`src/rtl/bus_dtack_gen_if.sv`:
```
// 68000 bus-side signals seen by the DTACK/BERR responder.
// master: CPU/decoder side (drives strobes and selects, receives acknowledges).
// slave : the responder itself.
interface bus_dtack_gen_if;
  logic as;           // address strobe, active low
  logic ram_cs;       // RAM select, active low
  logic rom_cs;       // ROM select, active low
  logic duart_cs;     // DUART select, active low
  logic duart_dtack;  // DTACK coming back from the DUART, active low
  logic dtack;        // DTACK to the CPU, active low
  logic berr;         // BERR to the CPU, active low
  logic busy;         // high while a bus cycle is being handled

  modport master (
    output as, ram_cs, rom_cs, duart_cs, duart_dtack,
    input  dtack, berr, busy
  );

  modport slave (
    input  as, ram_cs, rom_cs, duart_cs, duart_dtack,
    output dtack, berr, busy
  );
endinterface

```
`src/rtl/bus_dtack_gen.sv`:
```
// Bus-cycle responder for a 68000 system.
// Recognises a new cycle on the falling edge of the registered AS, then:
//   RAM / ROM : asserts DTACK after RAM_WAIT / ROM_WAIT wait states,
//   DUART     : relays the DUART's DTACK with one clock of latency,
//   nothing   : never acknowledges.
// Optional watchdog: define BUS_BERR_WATCHDOG_EN to end hung or unclaimed
// cycles with BERR after BERR_CYCLES clocks. Without it BERR is tied high.
module bus_dtack_gen #(
  parameter int RAM_WAIT    = 0,
  parameter int ROM_WAIT    = 2,
  parameter int BERR_CYCLES = 64,
  parameter int CNT_W       = 8
) (
  input  logic           clk_in,
  input  logic           reset,   // asynchronous, active low
  bus_dtack_gen_if.slave bus
);

  // Refuse to build with parameters that do not fit the counters.
  if (CNT_W < 1 || CNT_W > 31 ||
      RAM_WAIT < 0 || RAM_WAIT >= (1 << CNT_W) ||
      ROM_WAIT < 0 || ROM_WAIT >= (1 << CNT_W) ||
      BERR_CYCLES < 1 || BERR_CYCLES > (1 << CNT_W)) begin : g_bad_params
    $error("bus_dtack_gen: wait/watchdog parameters do not fit in CNT_W bits");
  end

  localparam logic [CNT_W-1:0] RAM_LOAD = CNT_W'(RAM_WAIT);
  localparam logic [CNT_W-1:0] ROM_LOAD = CNT_W'(ROM_WAIT);

  typedef enum logic [2:0] {
    S_IDLE,
    S_WAIT,
    S_RELAY,
    S_ACK,
    S_NOSEL,
    S_ERR
  } state_t;

  state_t           state_q, state_d;
  logic [CNT_W-1:0] cnt_q, cnt_d;
  logic             dtack_q, dtack_d;
  logic             as_q;        // AS one clock ago, for edge detection
  logic             dd_q;        // DUART DTACK one clock ago

`ifdef BUS_BERR_WATCHDOG_EN
  // Timeout fires when the watchdog reaches BERR_CYCLES-1 on this edge.
  localparam logic [CNT_W-1:0] WDOG_LIMIT = CNT_W'(BERR_CYCLES - 1);

  logic [CNT_W-1:0] wdog_q, wdog_d;
  logic             berr_q, berr_d;
`endif

  // Input sampling: AS and the DUART acknowledge, one register each.
  always_ff @(posedge clk_in or negedge reset) begin
    if (!reset) begin
      as_q <= 1'b1;
      dd_q <= 1'b1;
    end else begin
      as_q <= bus.as;
      dd_q <= bus.duart_dtack;
    end
  end

  // State, wait counter and registered bus outputs.
  always_ff @(posedge clk_in or negedge reset) begin
    if (!reset) begin
      state_q <= S_IDLE;
      cnt_q   <= '0;
      dtack_q <= 1'b1;
`ifdef BUS_BERR_WATCHDOG_EN
      wdog_q  <= '0;
      berr_q  <= 1'b1;
`endif
    end else begin
      state_q <= state_d;
      cnt_q   <= cnt_d;
      dtack_q <= dtack_d;
`ifdef BUS_BERR_WATCHDOG_EN
      wdog_q  <= wdog_d;
      berr_q  <= berr_d;
`endif
    end
  end

  // Next-state and output decode for the bus-cycle sequencer.
  always_comb begin
    state_d = state_q;
    cnt_d   = cnt_q;
    dtack_d = dtack_q;
`ifdef BUS_BERR_WATCHDOG_EN
    wdog_d  = wdog_q;
    berr_d  = berr_q;
`endif

    case (state_q)
      S_IDLE: begin
        dtack_d = 1'b1;
`ifdef BUS_BERR_WATCHDOG_EN
        berr_d  = 1'b1;
`endif
        // A cycle starts only on a high-to-low AS transition, so holding
        // AS low after an acknowledge never re-triggers.
        if (!bus.as && as_q) begin
`ifdef BUS_BERR_WATCHDOG_EN
          wdog_d = '0;
`endif
          if (!bus.ram_cs) begin
            state_d = S_WAIT;
            cnt_d   = RAM_LOAD;
          end else if (!bus.rom_cs) begin
            state_d = S_WAIT;
            cnt_d   = ROM_LOAD;
          end else if (!bus.duart_cs) begin
            state_d = S_RELAY;
          end else begin
            state_d = S_NOSEL;
          end
        end
      end

      S_WAIT: begin
        if (bus.as) begin
          state_d = S_IDLE;
          dtack_d = 1'b1;
        end else if (cnt_q == '0) begin
          state_d = S_ACK;
          dtack_d = 1'b0;
        end else begin
          cnt_d = cnt_q - 1'b1;
        end
      end

      S_RELAY: begin
        if (bus.as) begin
          state_d = S_IDLE;
          dtack_d = 1'b1;
        end else begin
          dtack_d = dd_q;
          if (!dd_q) begin
            state_d = S_ACK;
          end
        end
      end

      S_ACK: begin
        if (bus.as) begin
          state_d = S_IDLE;
          dtack_d = 1'b1;
        end else begin
          dtack_d = 1'b0;
        end
      end

      S_NOSEL: begin
        if (bus.as) begin
          state_d = S_IDLE;
          dtack_d = 1'b1;
        end
      end

`ifdef BUS_BERR_WATCHDOG_EN
      S_ERR: begin
        dtack_d = 1'b1;
        if (bus.as) begin
          state_d = S_IDLE;
          berr_d  = 1'b1;
        end
      end
`endif

      default: begin
        state_d = S_IDLE;
        dtack_d = 1'b1;
      end
    endcase

`ifdef BUS_BERR_WATCHDOG_EN
    // Watchdog runs while a cycle waits for an acknowledge. An acknowledge
    // on the same edge as the timeout takes precedence.
    if (!bus.as && (state_q == S_WAIT || state_q == S_RELAY || state_q == S_NOSEL)) begin
      wdog_d = (wdog_q == '1) ? wdog_q : wdog_q + 1'b1;
      if (state_d != S_ACK && wdog_d >= WDOG_LIMIT) begin
        state_d = S_ERR;
        berr_d  = 1'b0;
        dtack_d = 1'b1;
      end
    end
`endif
  end

  assign bus.dtack = dtack_q;
  assign bus.busy  = (state_q != S_IDLE);
`ifdef BUS_BERR_WATCHDOG_EN
  assign bus.berr  = berr_q;
`else
  assign bus.berr  = 1'b1;
`endif

endmodule

```
`src/flat_wrapper.sv`:
```
// flat-port wrapper written by rule: the top's interface ports become plain ports
module bus_dtack_gen_flat 
#(
  parameter int RAM_WAIT    = 0,
  parameter int ROM_WAIT    = 2,
  parameter int BERR_CYCLES = 64,
  parameter int CNT_W       = 8
)
  (clk_in, reset, bus_as, bus_ram_cs, bus_rom_cs, bus_duart_cs, bus_duart_dtack, bus_dtack, bus_berr, bus_busy);
  bus_dtack_gen_if bus_i ();
  input  logic clk_in;
  input  logic reset;
  input wire logic [$bits(bus_i.as)-1:0] bus_as;
  input wire logic [$bits(bus_i.ram_cs)-1:0] bus_ram_cs;
  input wire logic [$bits(bus_i.rom_cs)-1:0] bus_rom_cs;
  input wire logic [$bits(bus_i.duart_cs)-1:0] bus_duart_cs;
  input wire logic [$bits(bus_i.duart_dtack)-1:0] bus_duart_dtack;
  output wire logic [$bits(bus_i.dtack)-1:0] bus_dtack;
  output wire logic [$bits(bus_i.berr)-1:0] bus_berr;
  output wire logic [$bits(bus_i.busy)-1:0] bus_busy;
  assign bus_i.as = bus_as;
  assign bus_i.ram_cs = bus_ram_cs;
  assign bus_i.rom_cs = bus_rom_cs;
  assign bus_i.duart_cs = bus_duart_cs;
  assign bus_i.duart_dtack = bus_duart_dtack;
  assign bus_dtack = bus_i.dtack;
  assign bus_berr = bus_i.berr;
  assign bus_busy = bus_i.busy;
  bus_dtack_gen #(.RAM_WAIT(RAM_WAIT), .ROM_WAIT(ROM_WAIT), .BERR_CYCLES(BERR_CYCLES), .CNT_W(CNT_W)) u_core (.clk_in(clk_in), .reset(reset), .bus(bus_i));
endmodule
```
`config.mk`:
```
export PLATFORM = sky130hd
export DESIGN_NAME = bus_dtack_gen_flat
export DESIGN_NICKNAME = d
export VERILOG_FILES = /design/src/rtl/bus_dtack_gen_if.sv /design/src/rtl/bus_dtack_gen.sv /design/src/flat_wrapper.sv
export SDC_FILE = /design/constraint.sdc
export NUM_CORES = 1
export LEC_CHECK = 0
export ABC_CLOCK_PERIOD_IN_PS = 3100
export CORE_MARGIN = 2
export CORE_UTILIZATION = 45
export CTS_CLUSTER_DIAMETER = 30
export CTS_CLUSTER_SIZE = 10
export DETAILED_ROUTE_END_ITERATION = 6
export GPL_ROUTABILITY_DRIVEN = 0
export PLACE_DENSITY = 0.68
export SETUP_SLACK_MARGIN = 0.5
export SYNTH_ARGS = -nofsm -noshare
export SYNTH_HDL_FRONTEND = slang
export SYNTH_SLANG_ARGS = --single-unit
```
`constraint.sdc`:
```
create_clock -name clk_in -period 3.1 [get_ports clk_in]
set_clock_uncertainty 0.05 [all_clocks]
set_input_delay 0.465 -clock clk_in [delete_from_list [all_inputs] [get_ports clk_in]]
set_output_delay 0.465 -clock clk_in [all_outputs]
set_load 0.005 [all_outputs]
```
==> impl_results.md, run 1 <==
* TritonCTS clock tree: done
* Initial antenna violation count at 0
* Count of inserted antenna diode cells at 0
* Antenna Nets Post-Route at 0
* Final number of max-transition violations at 0
* Maximum number of pins on one net before global-route repair at 15
* Number of H-tree branching levels at 1
* Endpoint of the most critical register-to-register path: u_core.cnt_q[1]$_DFFE_PN0P_
* Fill cell count at about 160
* Headroom to the max-slew limit at between 50% and 60%
* Multi-input gate area in the final layout at 408 um2
* Uppermost signal routing layer after detailed routing: met4
* First-iteration detailed-routing DRC count at 13
* Number of I/O pins at 10
* Count of buffers from port buffering at 8
* Critical path peak fanout at 8
* Element type at the critical path start: flop
* Via count normalized by instance count at 5.75
* Largest incremental delay on the critical path at 0.49 ns
* Worst-case clock buffer depth at 2
* Routed wl met2 at 684 um
* Maximum clock frequency at 455 MHz
* Worst Min Path Start: u_core.cnt_q[7]$_DFFE_PN0P_
* Fin Setup TNS at 0 ns
* Worst path slowest cell: or3_2
* Post-synthesis instance total at 81
* Placed Instance Area at 878 um2
* Post-CTS sizing at 0
* CP Data Arrival Time at 1.68 ns
* Post-CTS setup-driven buffer insertion count at 0
* Startpoint of the worst register-to-register path: u_core.cnt_q[0]$_DFFE_PN0P_
* Pwr per Cell Area at 828 mW/mm2
* Unrepaired setup endpoints after global routing: false
* Required time of the critical path at 2.58 ns
* Die area at 0.00212 mm2
* Clock period minus worst slack at 2.20 ns
* Number of flops mapped to enable cells by yosys at 0
* Number of design rule violations left after detail routing at 0
* Area added between synthesis and finish at 13.7%
* Number of search-and-repair iterations in the first detailed-routing pass at 4
* Detailed Route WL at 1.55 mm
* Clock transition at the register clock pins on the worst setup and hold paths after CTS at 0.09 ns
* Seq cells post-synth at 14
* Clk Tree Root Cell: clkbuf_4
* Hold depth at 1
* Chip width at 46.1 um
* Worst setup timing slack at the placement stage at 0.642 ns
* Synthesized area divided by synthesized cell count at 9.82 um2
* Routed len/inst at 14.4 um
* Vias in the first global route at 582
* Height of the chip at 46.1 um
* Standard-cell row count at 15
* Total nets after synthesis at 90
* Least setup slack across all paths after layout at 0.902 ns
* Count of endpoints failing hold in the final timing report at 0
* Share of cells above drive strength 1 at 15.4%
* Distinct cell type count of the synthesized netlist at 36
* Crit path kind: flop to primary output
* Total power consumption of the routed design at 0.749 mW
* Core region area at 0.00169 mm2
* Transition time of the tightest slew-check pin at 0.736 ns
* # nets final at between 100 and 150
* # clock sinks at 14
* Remaining global-route overflow at 0
* Peak supply drop at 0.484 mV
* Initial core utilization at between 40% and 50%
* Post-CTS Hold Fix Bufs at 0
* Final HPWL from detailed placement at 1.14 mm
* Total setup violations reported at the end of the flow at 0
* Element type at the critical path end: primary output
* Clock latency reported for the late side of the worst-skew pair at just under 0.3 ns
* Static Leakage at 0.383 nW
* Total of warnings raised by yosys at 0
* Async S/R FF share, synth at between 90% and 100%
* Total CTS buffers at 3
* Reg2reg setup slack at 1.14 ns
* Count of cells along the worst register-to-register path at 5
* Outcome: finished clean
* Max-cap violations at 0
* Primary flip-flop cell chosen by synthesis mapping: dfrtp_1
* Sequential-to-total area share from yosys stat at 44.5%
* FF/Latch Area at 354 um2
* Class of the tightest hold or removal check: flop to flop
* Hold Path Sink: u_core.cnt_q[7]$_DFFE_PN0P_
* Overall track demand over capacity in global routing at 17.4%
* Cells along the critical path: or3_2 > clkdlybuf4s50_1
* Via count at between 600 and 700
* Met3 Wirelength at 59 um
* Final non-filler cell area at 905 um2
* Met1 Routed Length at 770 um
* Area of the mapped netlist at 796 um2
* Wire length of the first global-routing pass at 2.56 mm
* Final cycle utilization of the critical path at 70.9%
-- flip-flops by register name (all words and copies together) (netlist names) --
register and cells:
u_core.state_q 3, u_core.as_q 1, u_core.cnt_q 8, u_core.bus.dtack 1, u_core.dd_q 1
-- power breakdown --
group	internal (mW)	switching, mW
combinational	0.145	0.180
clock	0.0501	0.0644
sequential	0.243	0.0665
-- placed cells by master (no fill, tap or decap), drive strengths merged, types with 2 or more instances in the layout --
| cell | count |
|---|---|
| a21oi | 6 |
| a31oi | 3 |
| clkbuf | 4 |
| clkdlybuf4s50 | 8 |
| dfrtp | 11 |
| dfstp | 3 |
| ha | 2 |
| inv | 4 |
| mux2 | 2 |
| nand2 | 10 |
| nand2b | 2 |
| nand3 | 2 |
| nor2 | 6 |
| nor3 | 3 |
| nor3b | 2 |
| nor4 | 2 |
| nor4b | 2 |
| o21ai | 4 |
| o21bai | 2 |
-- worst max-delay path by stage --
stage | startpoint | end | cells after the start
3_5_place_dp | bus_as | u_core.cnt_q[1]$_DFFE_PN0P_ | 5
2_1_floorplan | u_core.cnt_q[0]$_DFFE_PN0P_ | u_core.cnt_q[1]$_DFFE_PN0P_ | 5
3_3_place_gp | bus_as | u_core.cnt_q[1]$_DFFE_PN0P_ | 5
4_1_cts | u_core.state_q[1]$_DFFE_PN0P_ | bus_busy | 2
5_1_grt | bus_as | u_core.cnt_q[1]$_DFFE_PN0P_ | 5
6_report | u_core.state_q[1]$_DFFE_PN0P_ | bus_busy | 2
-- cell type report --
class	count	share of cell area [%]
clock buffers	4	2.90
repair buffers	8	8.85
flip-flops and latches	14	39.1
multi-input cells	61	45.1
inverters	4	1.66
well taps	17	2.35
-- routing by layer --
metal,vias to the layer above,global-route usage [%]
met5,-,0
met4,0,10.3
met3,5,2.35
met2,10,25.0
met1,295,24.6
li1,311,-
-- worst max-delay path, delay by kind of cell (launching register included) --
| family | cells | cell delay [ns] |
|---|---|---|
| flops | 1 | 0.46 |
| simple gates | 1 | 0.49 |
| buf+inv | 1 | 0.45 |
-- cells in the mapped netlist (all sizes together) (2+ instances only) --
| cell | n | share of area, % |
|---|---|---|
| buf | 2 | 2.4 |
| ha | 2 | 3.1 |
| nor3 | 3 | 2.5 |
| mux2 | 2 | 3.3 |
| nand2 | 10 | 4.7 |
| o21ai | 4 | 2.5 |
| nor4b | 2 | 3.0 |
| nor4 | 2 | 1.6 |
| inv | 4 | 1.9 |
| dfrtp | 11 | 35 |
| a31oi | 3 | 2.4 |
| nor3b | 2 | 1.9 |
| o21bai | 2 | 1.9 |
| nand3 | 2 | 1.3 |
| dfstp | 3 | 9.9 |
| nand2b | 2 | 1.6 |
| nor2 | 6 | 3.1 |
| a21oi | 6 | 3.8 |
-- per-stage QoR --
step	utilization, %	cells	hold slack (ns)
2_1_floorplan	-	81	0.119
3_3_place_gp	52.0	104	0.458
3_5_place_dp	52.0	104	0.456
4_1_cts	53.6	108	0.469
5_1_grt	53.6	108	0.507
6_report	53.6	108	0.473
-- cells by family after synthesis --
group                      synth area share [%]
and+or+nand+nor                            22.8
AOI/OAI and AO/OA                          20.3
DFF                                        44.5
buffers and inverters                      4.24
muxes                                      4.56
adders and majority gates                  3.14
other                                     0.471
Note: power is estimated with default switching activity, not from simulation.
==> run 2: changes to the inputs <==
ABC_CLOCK_PERIOD_IN_PS = 2009   (was 3100)
PLACE_DENSITY = 0.71   (was 0.68)
clock period = 2.01 ns   (was 3.1 ns; I/O delays follow)
==> run 2 against run 1 <==
Compared with the run above: die area stayed put; sequential share of layout area is 11 points lower; via count is 27% higher; non-clock buffer count is 28 higher; critical path depth is 4 higher; clock-buffer cell count stayed put; sequential power is 56% higher; worst setup slack worse by 0.59 ns; largest cell class unchanged; highest routed layer unchanged.
==> impl_results.md, run 2 (same netlist as run 1, synthesis figures left out) <==
* Outcome: finished clean
* Die area at 0.00212 mm2 (unchanged)
* Pwr per Cell Area at 1320 mW/mm2 (+59%)
* Initial antenna violation count at 0 (unchanged)
* Highest-count cells in the layout ignoring fill and taps: buf_4 (21), nand2_1 (10), buf_6 (8), dfrtp_1 (8)
* Headroom to the max-slew limit at 55.7% (+5.3 points)
* Clock period minus worst slack at 1.70 ns
* Standard-cell row count at 15 (unchanged)
* Worst setup timing slack at the placement stage at 0.0811 ns (-0.561 ns)
* Clock transition at the register clock pins on the worst setup and hold paths after CTS at 0.08 ns (about the same)
* Count of buffers from port buffering at 8 (unchanged)
* Static Leakage at 0.555 nW (+45%)
* Crit path kind: flop to flop
* Final cycle utilization of the critical path at between 80% and 90%
* Area added between synthesis and finish at 58.8%
* Biggest register: u_core.cnt_q
* Count of endpoints failing hold in the final timing report at 0 (unchanged)
* Total power consumption of the routed design at 1.66 mW (+120%)
* Detailed Route WL at 2.32 mm (+50%)
* TritonCTS clock tree: done
* # nets final at 129 (+28%)
* Final non-filler cell total at 136 (+26%)
* Element type at the critical path start: flop
* Number of design rule violations left after detail routing at 0 (unchanged)
* Unrepaired setup endpoints after global routing: true
* # clock sinks at 14 (unchanged)
* Number of search-and-repair iterations in the first detailed-routing pass at 4 (unchanged)
* Fin Setup TNS at 0 ns (unchanged)
* Final non-filler cell area at 0.00126 mm2 (+40%)
* Number of placed cells counting well taps at 111 (+6.7%)
* Final HPWL from detailed placement at 1.19 mm (+4.5%)
* Final number of max-transition violations at 0 (unchanged)
* Routed len/inst at 17.0 um (+19%)
* Height of the chip at 46.1 um (unchanged)
* Required time of the critical path at 2.16 ns (-0.42 ns)
* Chip width at 46.1 um (unchanged)
* Total CTS buffers at 3 (unchanged)
* Least setup slack across all paths after layout at 0.312 ns (-0.590 ns)
* Initial core utilization at 47.1% (unchanged)
* Maximum clock frequency at between 500 and 600 MHz
* Remaining global-route overflow at 0 (unchanged)
* Vias in the first global route at 733 (+26%)
* First-iteration detailed-routing DRC count at 30 (+17)
* Wire length of the first global-routing pass at 3.30 mm (+29%)
* Max-cap violations at 0 (unchanged)
* Total setup violations reported at the end of the flow at 0 (unchanged)
* Clock latency reported for the late side of the worst-skew pair at 0.28 ns (about the same)
* Share of cells above drive strength 1 at 52.9% (+38 points)
* Core region area at 0.00169 mm2 (unchanged)
* Element type at the critical path end: flop
* Count of inserted antenna diode cells at 0 (unchanged)
* Multi-input gate area in the final layout at 528 um2 (+29%)
* Most common cell after layout, fill and taps aside: buf_4
* Critical path peak fanout at 5 (-3)
* FF/Latch Area at 358 um2 (+1.1%)
* Fill cell count at 105 (-35%)
* Clk Tree Root Cell: clkbuf_4
* Number of I/O pins at 10 (unchanged)
* Reg2reg setup slack at 0.31 ns (-0.83 ns)
* Peak supply drop at 0.821 mV (+70%)
* CP Data Arrival Time at 1.85 ns (+0.17 ns)
* Maximum number of pins on one net before global-route repair at 15 (unchanged)
* Worst path slowest cell: dfrtp_2
* Transition time of the tightest slew-check pin at 0.655 ns (-0.0814 ns)
* Largest incremental delay on the critical path at 0.42 ns (-0.07 ns)
* Number of H-tree branching levels at 1 (unchanged)
* Overall track demand over capacity in global routing at 22.5% (+5.2 points)
* Via count at 786 (+27%)
* Via count normalized by instance count at 5.78 (+0.51%)
* Antenna Nets Post-Route at 0 (unchanged)
* Placed Instance Area at 955 um2 (+8.7%)
* Largest registers: u_core.cnt_q x8, u_core.state_q x3
* Cells along the critical path: buf_6 > or3b_4 > a211oi_4 > buf_6 > a31oi_1 > a31oi_1
* Class of the tightest hold or removal check: input pin to asynchronous set/reset pin
* Number of flip-flops under the largest register name at 8 (unchanged)
* Worst-case clock buffer depth at 2 (unchanged)
[run 2: changes by cell type in the layout (fill, tap and decap cells not counted), moves of 3 or more]
cell / previous run / this run
o21ai_0: 4 / 1
dfrtp_2: 0 / 3
dfrtp_1: 11 / 8
buf_6: 0 / 8
clkdlybuf4s50_1: 8 / 5
buf_4: 0 / 21
a21oi_2: 0 / 3
a21oi_1: 6 / 2
[run 2: metrics by stage]
stage	hold WS, ns	utilization, %
after CTS	0.370	69.5
after floorplan	-0.0441	-
after detailed placement	0.469	56.5
after global placement	0.473	56.5
after global routing	0.371	74.8
final	0.362	74.8
[run 2: final cells by class]
cell class                      instances  share of cell area (%)
Inverter                                4                    1.19
Multi-Input combinational cell         61                    41.8
Sequential cell                        14                    28.3
Tap cell                               17                    1.68
Timing Repair Buffer                   36                    25.0
Clock buffer                            4                    2.08
[run 2: power by group]
group          internal (mW)  leakage [nW]  switching, mW  total (mW)
clock                 0.0770        0.0150         0.0891       0.166
combinational          0.534         0.370          0.478        1.01
sequential             0.378         0.170          0.106       0.484
[run 2: worst paths after layout]
path	startpoint	end	depth (start not counted)
max	u_core.state_q[1]$_DFFE_PN0P_	u_core.cnt_q[7]$_DFFE_PN0P_	6
min	reset	u_core.cnt_q[3]$_DFFE_PN0P_	1
max reg2reg	u_core.state_q[1]$_DFFE_PN0P_	u_core.cnt_q[7]$_DFFE_PN0P_	6
min reg2reg	u_core.as_q$_DFF_PN1_	u_core.state_q[0]$_DFFE_PN0P_	2
max in group asynchronous	reset	u_core.state_q[2]$_DFFE_PN0P_	1
min in group clk_in	bus_duart_dtack	u_core.dd_q$_DFF_PN1_	1
[run 2: layer usage]
layer	GRT usage, %	wire [um]
met5	0	0
met2	36.9	1170
met1	28.9	1020
met4	8.57	33
met3	4.71	99
[run 2: what timing repair did]
item                       in CTS  in global routing
setup buffers                  15                  6
pin swaps                      12                  4
setup endpoints to repair      12                 11
gates resized for setup        29                 10
hold buffers                    0                  0
[run 2: worst max-delay path: cells and delay by family (launching register included)]
| family | cells | cell delay (ns) |
|---|---|---|
| compound gates | 3 | 0.46 |
| flops | 1 | 0.42 |
| buf+inv | 2 | 0.28 |
| simple gates | 1 | 0.41 |
==> run 3: changes to the inputs <==
ABC_CLOCK_PERIOD_IN_PS = 1700   (was 2009)
PLACE_DENSITY = 0.68   (was 0.71)
clock period = 1.7 ns   (was 2.01 ns; I/O delays follow)
==> run 3 against run 2 <==
Compared with the run above: the flow now finishes with violations (setup timing); first-iteration DRC count decreased by 67%; global-route usage about the same; non-clock buffer count increased by 5; sequential cell count unchanged; final cell count increased by 3.7%; die area unchanged; power increased by 26%; via count increased by 2.5%; utilization increased by 3.2 points; routed wire length increased by 8.0%; clock power increased by 61%; register-to-register slack got worse by 0.33 ns; critical endpoint is now u_core.cnt_q[1]$_DFFE_PN0P_; largest power group unchanged; highest routed layer unchanged.
==> impl_results.md, run 3 (same netlist as run 1, synthesis figures left out) <==
* Least setup slack across all paths after layout at -0.0153 ns (-0.327 ns)
* Initial antenna violation count at 0 (unchanged)
* Worst setup timing slack at the placement stage at -0.121 ns (-0.202 ns)
* Post-CTS Hold Fix Bufs at 0 (unchanged)
* Outcome: finished with violations
* Detailed Route WL at 2.50 mm (+8.0%)
* Vias in the first global route at 737 (+0.55%)
* Total CTS buffers at 3 (unchanged)
* Required time of the critical path at 1.84 ns (-0.32 ns)
* Antenna Nets Post-Route at 0 (unchanged)
* # nets final at 134 (+3.9%)
* Final HPWL from detailed placement at 1.29 mm (+8.4%)
* Overall track demand over capacity in global routing at 22.5% (-0.037 points)
* Remaining global-route overflow at 0 (unchanged)
* Maximum clock frequency at 583 MHz (-1.0%)
* Worst-case clock buffer depth at 2 (unchanged)
* Biggest register: u_core.cnt_q
* Clock period minus worst slack at 1.72 ns (+0.0173 ns)
* Highest-count cells in the layout ignoring fill and taps: buf_4 (22), buf_6 (13), dfrtp_1 (11)
* Count of inserted antenna diode cells at 0 (unchanged)
* Max-cap violations at 0 (unchanged)
* Fin Setup TNS at -0.0153 ns (-0.0153 ns)
* Endpoint of the most critical register-to-register path: u_core.cnt_q[1]$_DFFE_PN0P_
* TritonCTS clock tree: done
* First-iteration detailed-routing DRC count at 10 (-67%)
* Final Util at 78.0% (+3.2 points)
* Number of H-tree branching levels at 1 (unchanged)
* Clock transition at the register clock pins on the worst setup and hold paths after CTS at 0.10 ns (+0.02 ns)
* Reg2reg setup slack at -0.02 ns (-0.33 ns)
* Fill cell count at 111 (+5.7%)
* Number of I/O pins at 10 (unchanged)
* Area added between synthesis and finish at 65.6%
* Element type at the critical path end: flop
* Class of the tightest hold or removal check: input pin to asynchronous set/reset pin
* Element type at the critical path start: flop
* Critical path peak fanout at 4 (-1)
* Final cycle utilization of the critical path at 101% (+16 points)
* CP Data Arrival Time at 1.85 ns (about the same)
* Violated checks: setup timing
* Peak supply drop at 1.07 mV (+30%)
* Unrepaired setup endpoints after global routing: true
* Final hold slack at 0.209 ns (-0.152 ns)
* Pwr per Cell Area at 1590 mW/mm2 (+21%)
* Crit path kind: flop to flop
* Number of flip-flops under the largest register name at 8 (unchanged)
* Height of the chip at 46.1 um (unchanged)
* Maximum number of pins on one net before global-route repair at 15 (unchanged)
* Chip width at 46.1 um (unchanged)
* Core region area at 0.00169 mm2 (unchanged)
* Number of search-and-repair iterations in the first detailed-routing pass at 4 (unchanged)
* Initial core utilization at 47.1% (unchanged)
* Count of buffers from port buffering at 8 (unchanged)
* Total setup violations reported at the end of the flow at 1 (+1)
* Wire length of the first global-routing pass at 3.26 mm (-1.3%)
* Via count at 806 (+2.5%)
* Number of design rule violations left after detail routing at 0 (unchanged)
* Routed len/inst at 17.8 um (+4.2%)
* # clock sinks at 14 (unchanged)
* Count of endpoints failing hold in the final timing report at 0 (unchanged)
* Count of cells along the worst register-to-register path at 6 (unchanged)
* Standard-cell row count at 15 (unchanged)
* Clk Tree Root Cell: clkbuf_4
* Static Leakage at 0.584 nW (+5.3%)
* Die area at 0.00212 mm2 (unchanged)
* Clock latency reported for the late side of the worst-skew pair at 0.30 ns (+0.02 ns)
* Startpoint of the worst register-to-register path: u_core.state_q[1]$_DFFE_PN0P_
* Final number of max-transition violations at 0 (unchanged)
* Largest registers: u_core.cnt_q x8, u_core.state_q x3
* Most common cell after layout, fill and taps aside: buf_4
* Via count normalized by instance count at 5.72 (-1.1%)
* Share of cells above drive strength 1 at 52.4% (-0.52 points)
-- run 3: worst max path at each step --
stage | startpoint | endpoint | slack [ns] | depth (start not counted)
after floorplan | u_core.state_q[1]$_DFFE_PN0P_ | u_core.bus.dtack$_DFFE_PN1P_ | 0.04 | 5
after global placement | bus_ram_cs | u_core.cnt_q[3]$_DFFE_PN0P_ | -0.13 | 6
after detailed placement | bus_ram_cs | u_core.cnt_q[3]$_DFFE_PN0P_ | -0.12 | 6
after CTS | u_core.cnt_q[1]$_DFFE_PN0P_ | u_core.cnt_q[7]$_DFFE_PN0P_ | 0.04 | 8
after global routing | u_core.state_q[1]$_DFFE_PN0P_ | u_core.cnt_q[1]$_DFFE_PN0P_ | -0.07 | 6
final | u_core.state_q[1]$_DFFE_PN0P_ | u_core.cnt_q[1]$_DFFE_PN0P_ | -0.02 | 6
-- run 3: worst max-delay path, cell delays in order, from the launching register on --
cell and delay [ns]:
dfrtp_1 0.41, buf_6 0.13, or3b_4 0.40, buf_4 0.16, nand2_1 0.07, o21ai_0 0.10
mux2_2 0.28
-- run 3: per-stage QoR --
step / std cells / total power, mW / instance area [um2]
global route: 141 / 2.22 / 1320
finish: 141 / 2.09 / 1320
floorplan: 81 / 1.06 / 820
CTS: 135 / 1.81 / 1190
detailed placement: 123 / 1.39 / 1040
global placement: 123 / 1.37 / 1040
-- run 3: area by class of cell --
type | instances | area, um2 | share of cell area, %
clock buffer | 4 | 36.3 | 2.75
sequential | 14 | 354 | 26.9
tap | 17 | 21.3 | 1.61
inverter | 4 | 15.0 | 1.14
multi-input combinational | 61 | 519 | 39.4
timing repair buffer | 41 | 372 | 28.2
-- run 3: where the power goes --
| group | switching (mW) | internal [mW] | total (mW) |
|---|---|---|---|
| registers | 0.120 | 0.444 | 0.564 |
| logic | 0.579 | 0.682 | 1.26 |
| clock network | 0.136 | 0.131 | 0.267 |
-- run 3: timing repair --
item | CTS | global route
pin swaps | 5 | 11
hold endpoints to repair | 0 | 0
setup endpoints to repair | 14 | 14
setup buffers | 8 | 6
gates resized for setup | 22 | 19
cloned | 0 | 0
-- run 3: metal layers --
metal | global-route usage [%] | share of wire (%) | routed length [um]
met2 | 37.8 | 51 | 1270
met3 | 4.71 | 3.5 | 87
met5 | 0 | 0 | 0
met1 | 26.5 | 44 | 1110
met4 | 12.0 | 1.6 | 41
